<file path="src/rtl/csc_rgb_packer_if.sv">
// Pixel stream handshake between the upsampler (master) and the colour-space
// converter / RGB packer (slave).
interface csc_rgb_packer_if;
  logic       in_valid;
  logic       in_ready;
  logic [7:0] in_y;
  logic [7:0] in_u;
  logic [7:0] in_v;

  modport master (output in_valid, output in_y, output in_u, output in_v, input in_ready);
  modport slave  (input in_valid, input in_y, input in_u, input in_v, output in_ready);
endinterface

</file>
<file path="src/rtl/csc_rgb_packer.sv">
// YUV -> RGB conversion with clipping, packing pixel pairs into three 16-bit SRAM words.
// Optional CSC_CLIP_COUNT_EN adds a saturating count of pixels with any clipped channel.
module csc_rgb_packer #(
  parameter int unsigned       NUM_PIXELS = 76800,
  parameter int unsigned       ADDR_W     = 18,
  parameter logic [ADDR_W-1:0] RGB_BASE   = 18'd146944
) (
  input  logic              Clock_50,
  input  logic              Resetn,
  input  logic              start,
  csc_rgb_packer_if.slave   pix,
  output logic [ADDR_W-1:0] SRAM_address,
  output logic [15:0]       SRAM_write_data,
  output logic              SRAM_we_n,
  output logic              busy,
  output logic              done
`ifdef CSC_CLIP_COUNT_EN
  ,
  output logic [16:0]       clip_count
`endif
);

  localparam int unsigned NUM_WORDS = 3 * NUM_PIXELS / 2;
  localparam int unsigned CNT_W     = $clog2(NUM_WORDS + 1);

  typedef enum logic [1:0] {S_IDLE, S_RUN, S_FLUSH} state_t;

  state_t            state_q, state_d;
  logic              start_go, finish;
  logic [CNT_W-1:0]  acc_cnt_q, word_cnt_q;
  logic [1:0]        credits_q;
  logic              accept, push, pop, wr_en;

  // Stage 1: offset inputs and form the three fixed-point sums.
  logic signed [31:0] y_s, u_s, v_s;
  logic signed [31:0] r_q, g_q, b_q;
  logic               s1_valid_q;

  // Three-entry pixel buffer feeding the packer.
  logic [23:0] fifo_q [3];
  logic [1:0]  wr_ptr_q, rd_ptr_q, fifo_cnt_q;
  logic [23:0] rgb_s2, head;

  // Packer.
  logic [1:0]        phase_q;
  logic [7:0]        held_b_q, held_g_q;
  logic [15:0]       wr_data;
  logic [ADDR_W-1:0] wr_addr_q;

  function automatic logic [7:0] clip8(input logic signed [31:0] v);
    logic signed [31:0] s;
    s = v >>> 16;
    if (s < 0)        return 8'd0;
    else if (s > 255) return 8'hFF;
    else              return s[7:0];
  endfunction

  function automatic logic clipped(input logic signed [31:0] v);
    logic signed [31:0] s;
    s = v >>> 16;
    return (s < 0) || (s > 255);
  endfunction

  function automatic logic [1:0] next_ptr(input logic [1:0] p);
    return (p == 2'd2) ? 2'd0 : p + 2'd1;
  endfunction

  assign pix.in_ready = (state_q == S_RUN) && (acc_cnt_q < CNT_W'(NUM_PIXELS)) && (credits_q != 2'd0);
  assign accept       = pix.in_valid && pix.in_ready;
  assign busy         = (state_q == S_RUN);

  // NOTE: every signal written here gets a default first, so no path leaves it unassigned and no latch is inferred.
  always_comb begin
    state_d  = state_q;
    start_go = 1'b0;
    finish   = 1'b0;
    case (state_q)
      S_IDLE: if (start) begin
        state_d  = S_RUN;
        start_go = 1'b1;
      end
      S_RUN: if (accept && (acc_cnt_q == CNT_W'(NUM_PIXELS - 1))) state_d = S_FLUSH;
      S_FLUSH: if (word_cnt_q == CNT_W'(NUM_WORDS)) begin
        state_d = S_IDLE;
        finish  = 1'b1;
      end
      default: state_d = S_IDLE;
    endcase
  end

  // NOTE: all state uses non-blocking assignments so every register samples pre-edge values.
  always_ff @(posedge Clock_50 or negedge Resetn) begin
    if (!Resetn) begin
      state_q    <= S_IDLE;
      done       <= 1'b0;
      acc_cnt_q  <= '0;
      word_cnt_q <= '0;
      credits_q  <= 2'd3;
    end else begin
      state_q <= state_d;
      done    <= finish;
      if (start_go)    acc_cnt_q <= '0;
      else if (accept) acc_cnt_q <= acc_cnt_q + 1'b1;
      if (start_go)    word_cnt_q <= '0;
      else if (wr_en)  word_cnt_q <= word_cnt_q + 1'b1;
      case ({accept, pop})
        2'b10:   credits_q <= credits_q - 2'd1;
        2'b01:   credits_q <= credits_q + 2'd1;
        default: credits_q <= credits_q;
      endcase
    end
  end

  always_comb begin
    y_s = $signed({24'd0, pix.in_y}) - 32'sd16;
    u_s = $signed({24'd0, pix.in_u}) - 32'sd128;
    v_s = $signed({24'd0, pix.in_v}) - 32'sd128;
  end

  always_ff @(posedge Clock_50 or negedge Resetn) begin
    if (!Resetn) begin
      s1_valid_q <= 1'b0;
      r_q        <= '0;
      g_q        <= '0;
      b_q        <= '0;
    end else begin
      s1_valid_q <= accept;
      if (accept) begin
        r_q <= 32'sd76284 * y_s + 32'sd104595 * v_s;
        g_q <= 32'sd76284 * y_s - 32'sd25624 * u_s - 32'sd53281 * v_s;
        b_q <= 32'sd76284 * y_s + 32'sd132251 * u_s;
      end
    end
  end

  // Stage 2: shift, clip and push straight into the buffer.
  assign rgb_s2 = {clip8(r_q), clip8(g_q), clip8(b_q)};
  assign push   = s1_valid_q;
  assign head   = fifo_q[rd_ptr_q];

  // NOTE: the buffer entries are reset along with the pointers so an aborted frame leaves nothing behind.
  always_ff @(posedge Clock_50 or negedge Resetn) begin
    if (!Resetn) begin
      for (int i = 0; i < 3; i++) fifo_q[i] <= '0;
      wr_ptr_q   <= '0;
      rd_ptr_q   <= '0;
      fifo_cnt_q <= '0;
    end else begin
      if (push) begin
        fifo_q[wr_ptr_q] <= rgb_s2;
        wr_ptr_q         <= next_ptr(wr_ptr_q);
      end
      if (pop) rd_ptr_q <= next_ptr(rd_ptr_q);
      case ({push, pop})
        2'b10:   fifo_cnt_q <= fifo_cnt_q + 2'd1;
        2'b01:   fifo_cnt_q <= fifo_cnt_q - 2'd1;
        default: fifo_cnt_q <= fifo_cnt_q;
      endcase
    end
  end

  // Phase 2 only emits held bytes; phases 0 and 1 each consume one buffered pixel.
  assign wr_en = (state_q != S_IDLE) && ((phase_q == 2'd2) || (fifo_cnt_q != 2'd0));
  assign pop   = wr_en && (phase_q != 2'd2);

  always_comb begin
    wr_data = '0;
    case (phase_q)
      2'd0:    wr_data = {head[23:16], head[15:8]};
      2'd1:    wr_data = {held_b_q, head[23:16]};
      default: wr_data = {held_g_q, held_b_q};
    endcase
  end

  always_ff @(posedge Clock_50 or negedge Resetn) begin
    if (!Resetn) begin
      phase_q         <= '0;
      held_b_q        <= '0;
      held_g_q        <= '0;
      wr_addr_q       <= RGB_BASE;
      SRAM_address    <= RGB_BASE;
      SRAM_write_data <= '0;
      SRAM_we_n       <= 1'b1;
    end else begin
      SRAM_we_n <= !wr_en;
      if (start_go) begin
        wr_addr_q    <= RGB_BASE;
        SRAM_address <= RGB_BASE;
      end else if (wr_en) begin
        SRAM_write_data <= wr_data;
        SRAM_address    <= wr_addr_q;
        wr_addr_q       <= wr_addr_q + 1'b1;
        phase_q         <= (phase_q == 2'd2) ? 2'd0 : phase_q + 2'd1;
        if (phase_q == 2'd0) held_b_q <= head[7:0];
        if (phase_q == 2'd1) begin
          held_g_q <= head[15:8];
          held_b_q <= head[7:0];
        end
      end
    end
  end

`ifdef CSC_CLIP_COUNT_EN
  logic any_clip;
  assign any_clip = clipped(r_q) || clipped(g_q) || clipped(b_q);

  always_ff @(posedge Clock_50 or negedge Resetn) begin
    if (!Resetn)                                        clip_count <= '0;
    else if (start_go)                                  clip_count <= '0;
    else if (push && any_clip && (clip_count != '1))    clip_count <= clip_count + 17'd1;
  end
`endif

endmodule

</file>
<file path="src/flat_wrapper.sv">
// flat-port wrapper written by rule: the top's interface ports become plain ports
module csc_rgb_packer_flat 
#(
  parameter int unsigned       NUM_PIXELS = 76800,
  parameter int unsigned       ADDR_W     = 18,
  parameter logic [ADDR_W-1:0] RGB_BASE   = 18'd146944
)
  (Clock_50, Resetn, start, SRAM_address, SRAM_write_data, SRAM_we_n, busy, done, pix_in_valid, pix_in_y, pix_in_u, pix_in_v, pix_in_ready);
  csc_rgb_packer_if pix_i ();
  input  logic Clock_50;
  input  logic Resetn;
  input  logic start;
  output logic [ADDR_W-1:0] SRAM_address;
  output logic [15:0] SRAM_write_data;
  output logic SRAM_we_n;
  output logic busy;
  output logic done;
  input wire logic [$bits(pix_i.in_valid)-1:0] pix_in_valid;
  input wire logic [$bits(pix_i.in_y)-1:0] pix_in_y;
  input wire logic [$bits(pix_i.in_u)-1:0] pix_in_u;
  input wire logic [$bits(pix_i.in_v)-1:0] pix_in_v;
  output wire logic [$bits(pix_i.in_ready)-1:0] pix_in_ready;
  assign pix_i.in_valid = pix_in_valid;
  assign pix_i.in_y = pix_in_y;
  assign pix_i.in_u = pix_in_u;
  assign pix_i.in_v = pix_in_v;
  assign pix_in_ready = pix_i.in_ready;
  csc_rgb_packer #(.NUM_PIXELS(NUM_PIXELS), .ADDR_W(ADDR_W), .RGB_BASE(RGB_BASE)) u_core (.Clock_50(Clock_50), .Resetn(Resetn), .start(start), .pix(pix_i), .SRAM_address(SRAM_address), .SRAM_write_data(SRAM_write_data), .SRAM_we_n(SRAM_we_n), .busy(busy), .done(done));
endmodule
</file>
<file path="config.mk">
export PLATFORM = sky130hd
export DESIGN_NAME = csc_rgb_packer_flat
export DESIGN_NICKNAME = d
export VERILOG_FILES = /design/src/rtl/csc_rgb_packer_if.sv /design/src/rtl/csc_rgb_packer.sv /design/src/flat_wrapper.sv
export SDC_FILE = /design/constraint.sdc
export NUM_CORES = 1
export LEC_CHECK = 0
export ABC_AREA = 1
export CAP_MARGIN = 15
export CORE_MARGIN = 8
export CORE_UTILIZATION = 35
export CTS_CLUSTER_SIZE = 30
export DETAILED_ROUTE_END_ITERATION = 12
export GPL_TIMING_DRIVEN = 0
export HOLD_SLACK_MARGIN = 0.02
export PLACE_DENSITY_LB_ADDON = 0.3
export SLEW_MARGIN = 30
export SYNTH_ARGS = -nofsm -noshare
export SYNTH_HDL_FRONTEND = slang
export SYNTH_SLANG_ARGS = --single-unit
</file>
<file path="constraint.sdc">
create_clock -name Clock_50 -period 3.98 [get_ports Clock_50]
set_clock_uncertainty 0.15 [all_clocks]
set_input_delay 0.398 -clock Clock_50 [delete_from_list [all_inputs] [get_ports Clock_50]]
set_output_delay 0.398 -clock Clock_50 [all_outputs]
set_load 0.05 [all_outputs]
</file>
## Yosys cells after proc, flatten, opt, wreduce, memory -nomap -nowiden

Cells that the tools add are included.

| storage, ports and cells | value |
|---|---|
| input port bits | 28 |
| bits in registers | 285 |
| logic and storage cells | 132 |
| output and inout port bits | 38 |

| operators by class | value |
|---|---|
| $lt $le $gt $ge | 10 |
| $mul | 5 |
| add/subtract/negate cells | 17 |
| muxes and demuxes | 36 |
| reduce and logical (&&, ||, !) cells | 23 |
| equality and inequality tests | 16 |
| bitwise logic cells | 3 |

Operator list:

| operator | number |
|---|---|
| $bwmux W72 | 1 |
| $mux W18 | 4 |
| $mux W24 | 3 |
| $mux W17 | 4 |
| $add A32 B32 Y32 | 2 |
| $mux W8 | 8 |
| $sub A32 B32 Y32 | 2 |
| $bmux W24 S2 | 1 |
| $demux W24 S2 | 1 |
| $gt A16 B9 Y1 const B | 3 |
| $lt A16 B1 Y1 const B | 3 |
| $add A17 B1 Y17 const B | 2 |
| $eq A17 B17 Y1 const B | 2 |
| $mul A13 B32 Y29 const A | 1 |
| $mul A16 B32 Y30 const A | 1 |
| $mul A17 B32 Y32 const A | 1 |
| $mul A18 B32 Y32 const A | 1 |
| $mul A19 B32 Y32 const A | 1 |
| $pmux W16 S2 | 1 |
| $add A18 B1 Y18 const B | 1 |
| $sub A8 B8 Y9 const B | 2 |
| $lt A17 B17 Y1 const B | 1 |
| $reduce_bool A2 Y1 | 8 |
| $eq A2 B2 Y1 const B | 6 |
| other kinds (20) | 50 |

## Longest topological paths before layout

| logic depth | value |
|---|---|
| word-level depth | 7 |
| depth in mapped cells | 42 |
| mapped depth without buffers | 42 |

## Worst setup path after synthesis

Ideal clock, no wire load.

| timing path | value |
|---|---|
| kind | input -> register |
| from | input port pix_in_y[4] |
| to | register u_core.g_q[22] |
| data required time | 3.713 ns |
| setup time | 0.117 ns |
| slack | -3.766 ns |
| arrival time | 7.479 ns |
| buffers on the path | 0 |
| stages on the path | 36 |
| cell sequence | inv_1 > ha_1 > xnor2_1 > inv_1 > ha_1 > ha_1 > inv_1 > fa_1 > inv_1 > fa_1 > fa_1 > ha_1 > a21oi_1 > nand2_1 > nand2_1 > nand2_2 > a31o_2 > xor2_1 > inv_1 > fa_1 > ha_1 > inv_1 > fa_1 > inv_1 > fa_1 > inv_1 > ha_1 > nand2_1 > inv_1 > a21oi_1 > o21ai_0 > a21oi_1 > nand2_1 > or2_2 > nand3_1 > nand2_1 |

| between the ends | value |
|---|---|
| longest elaborated chain between the ends | 4 |

Ends and longest elaborated chain:

| element | line | source |
|---|---|---|
| from (decl) | flat_wrapper.sv:19 | `input wire logic [$bits(pix_i.in_y)-1:0] pix_in_y;` |
| $sub A8 B5 Y9 | csc_rgb_packer.sv:115 | `y_s = $signed({24'd0, pix.in_y}) - 32'sd16;` |
| $mul A16 B32 Y30 | csc_rgb_packer.sv:130 | `g_q <= 32'sd76284 * y_s - 32'sd25624 * u_s - 32'sd53281 * v_s;` |
| $sub A32 B32 Y32 (2 in series) | csc_rgb_packer.sv:130 |  |
| to (signal assigned) | csc_rgb_packer.sv:130 |  |
| to (decl) | csc_rgb_packer.sv:36 | `logic signed [31:0] r_q, g_q, b_q;` |

No other way between the ends.
A chain may end at the register's enable or synchronous reset.

## Final worst setup path

| timing path | value |
|---|---|
| from | input port pix_in_y[4] |
| to | register u_core.g_q[21] |

The elaborated chain is that of the path after synthesis.

==> qor.csv <==
metric,value,unit
cell taking the most area after synthesis,ha_1,
most used flip-flop cell after synthesis,dfrtp_1,
"EDFF count, synth",0,
Routed Antenna Nets,0,
Synth async-reset ratio,100,%
Synth area leaders,"ha_1, dfrtp_1, fa_1",
status,finished with violations,
CP Capture Type,flip-flop,
clk sinks,237,
Syn Area/Cell,7.86,sq um
failing checks,negative setup slack,
1st-iter DRT viols,1305,
CTS Buf Count,24,
Core ar.,0.0756,sq mm
die height,291,um
startpoint types,input pin,
reg2reg start,u_core.acc_cnt_q[10]$_DFFE_PN0P_,
total iterations of the first detailed-routing run,8,
Crit path largest cell delay,610,ps
vias in the first global route,22500,
Placed Area,0.0295,sq mm
Area Growth Syn to Fin,29.6,%
RSZ-0062 raised after global routing,true,
hpwl dp,60500,um
DRT Wirelength,76800,um
GP Congestion,0.935,
"Slew Viols, Final",0,
CP Max Fanout,4,
worst slew pin tran,742,ps
initial antenna violation count,0,
number of vias per cell,4.91,
fin crit share,179,%
FF-to-FF path depth,12,
TNS Setup,-132900,ps
Final min period,7120,ps
post-route design area,0.0344,sq mm
Residual DRC,0,
gr usage total,17.4,%
Worst path most repeated cell,ha_4,
synth warn,0,
Starting Density,35.1,%
# rows,101,
Fmax achieved,140,MHz
Mapped Cells,3378,
CTS HTree Levels,1,
Slowest cell on crit path,fa_2,
GR Overflow Total,0,
CTS tree,yes,
port buffer count,65,
hold slack,217,ps
DIE AREA,0.0849,sq mm
Yosys top cell area share,21.7,%
WP data required,4220,ps
nets,4264,
Hold Fails Final Rpt,0,
CP arrival,7360,ps
Hold WC Path Type,input pin to async pin,
"Clk Latency, worst-skew pair",520,ps
Post-Synthesis Cell Area,0.0265,sq mm
net count after synthesis,4031,
Finished Layout Cells,4607,
distinct cell type count after synthesis,59,
DR vias,22600,
layout cells sized above 1,23.6,%
Worst R2R Setup Slack,1450,ps
placed cell count,4425,
CTS max path bufs,3,
Synth Register Bits,237,
Crit Path Category,input pin to flip-flop,
ant diodes,0,
boundary pin count,66,
Worst R2R End,u_core.credits_q[1]$_DFFE_PN1P_,
sequential area share after synthesis,22.4,%
Slew HR,50.4,%
Routed WL per cell,16.7,um
first-pass GRT wire length,122000,um
Clock transition at path regs,60,ps
width of the die,291,um
final worst slack,-3140,ps
max cap viols,0,
final setup vio count,48,
root buf cell,clkbuf_16,
largest net degree at the start of global routing,85,
==> per-stage QoR <==
| step | worst slack (ps) | util [%] |
|---|---|---|
| 2_1_floorplan | -3170 | - |
| 3_3_place_gp | -7970 | 38.8 |
| 3_5_place_dp | -5210 | 39.0 |
| 4_1_cts | -3060 | 43.6 |
| 5_1_grt | -3370 | 45.5 |
| 6_report | -3140 | 45.5 |
==> cells in the final DEF, fill, tap and decap left out, types with 11 or more instances in the layout <==
| master | instances |
|---|---|
| nor2_1 | 126 |
| ha_1 | 358 |
| inv_2 | 81 |
| fa_1 | 152 |
| fa_2 | 12 |
| buf_6 | 36 |
| nor2_2 | 22 |
| dfrtp_1 | 222 |
| o21ai_2 | 28 |
| o21a_1 | 15 |
| o21ai_1 | 24 |
| inv_1 | 575 |
| nor2_4 | 36 |
| ha_4 | 96 |
| nand3b_1 | 15 |
| or2_4 | 14 |
| buf_2 | 18 |
| buf_4 | 108 |
| a21o_1 | 15 |
| xor2_4 | 13 |
| nand3_2 | 52 |
| nand3_1 | 94 |
| clkbuf_16 | 25 |
| a22oi_1 | 23 |
| a21oi_4 | 33 |
| nand4_1 | 34 |
| nand2_1 | 602 |
| dfstp_2 | 15 |
| nand2_2 | 72 |
| xor2_1 | 27 |
| a21oi_1 | 104 |
| xnor2_1 | 16 |
| clkbuf_1 | 40 |
| a21oi_2 | 31 |
| clkdlybuf4s50_1 | 48 |
| o21ai_0 | 189 |
| o31ai_1 | 11 |
| nor3_1 | 24 |
| nand2_4 | 34 |
==> how the worst max path moves through the flow <==
stage           startpoint                         endpoint  slack (ps)  cells past startpoint
3_3_place_gp        Resetn  u_core.acc_cnt_q[2]$_DFFE_PN0P_       -7970                      1
6_report       pix_in_y[4]       u_core.g_q[21]$_DFFE_PN0P_       -3140                     36
4_1_cts        pix_in_y[4]       u_core.g_q[21]$_DFFE_PN0P_       -3060                     34
3_5_place_dp   pix_in_y[4]       u_core.g_q[19]$_DFFE_PN0P_       -5210                     33
2_1_floorplan  pix_in_y[4]       u_core.g_q[20]$_DFFE_PN0P_       -3170                     33
5_1_grt        pix_in_y[4]       u_core.g_q[21]$_DFFE_PN0P_       -3370                     38
==> cell usage after synthesis, drive strengths merged (11+ instances only) <==
| master | count |
|---|---|
| ha | 461 |
| nand3b | 15 |
| o31ai | 11 |
| o21a | 16 |
| nand4 | 36 |
| a21oi | 168 |
| inv | 669 |
| nand3 | 153 |
| nand2 | 711 |
| xor2 | 44 |
| a21o | 16 |
| nor3 | 43 |
| buf | 23 |
| or2 | 21 |
| nor2 | 184 |
| dfstp | 15 |
| a22oi | 23 |
| o21ai | 248 |
| a31oi | 15 |
| o21bai | 15 |
| dfrtp | 222 |
| xnor2 | 28 |
| a221oi | 11 |
| clkbuf | 33 |
| fa | 164 |
| nor4 | 12 |
==> state kept, by name, summed over array words and instances (netlist names), 8 cells and up <==
register / count
u_core.fifo_q: 72
u_core.SRAM_address: 18
u_core.wr_addr_q: 18
u_core.acc_cnt_q: 17
u_core.word_cnt_q: 17
u_core.SRAM_write_data: 16
u_core.b_q: 16
u_core.g_q: 16
u_core.r_q: 16
u_core.held_b_q: 8
u_core.held_g_q: 8
==> worst max-delay path: cells and delay by family <==
kind	cells	cell delay, ps
adders and majority gates	12	4470
and+or+nand+nor	10	920
AOI/OAI and AO/OA	3	450
xor gates and xnor gates	3	550
buffers and inverters	8	520
==> cells by family (layout without fill, tap and decap cells) <==
kind of cell | count (synthesis) | in the layout | share of synthesized area, %
flip-flops | 237 | 237 | 22.4
adder cells (fa/ha/maj) | 625 | 625 | 34.1
XOR/XNOR | 72 | 72 | 2.45
AO/OA/AOI/OAI | 539 | 539 | 11.4
AND/OR/NAND/NOR | 1178 | 1178 | 19.2
buffers and inverters | 727 | 978 | 10.5
==> area by class of cell <==
cell class | count | area, sq um
Multi-Input combinational cell | 2414 | 21600
Clock buffer | 34 | 679
Clock inverter | 10 | 129
Inverter | 671 | 2570
Fill cell | 7277 | 41200
Sequential cell | 237 | 5950
Buffer | 56 | 273
Timing Repair Buffer | 206 | 1960
Tap cell | 978 | 1220
Timing Repair inverter | 1 | 8.76
==> metal layers <==
metal,vias to the layer above,global-route usage (%),part of all wire [%]
met4,0,5.40,3.0
met2,456,29.2,47
li1,11400,-,-
met5,-,0,0
met1,10700,23.6,46
met3,106,1.63,3.7
==> repair_timing <==
action | 4_1_cts | 5_1_grt
resized for setup | 475 | 284
hold buffers | 1 | 0
setup endpoints to repair | 48 | 48
hold endpoints to repair | 140 | 0
cloned | 1 | 0
buffers inserted | 102 | 41
pin swaps | 186 | 201
Power is left out: the tool's default activity adds up to more than one toggle a clock period on the data nets, which glitch-free logic cannot reach.
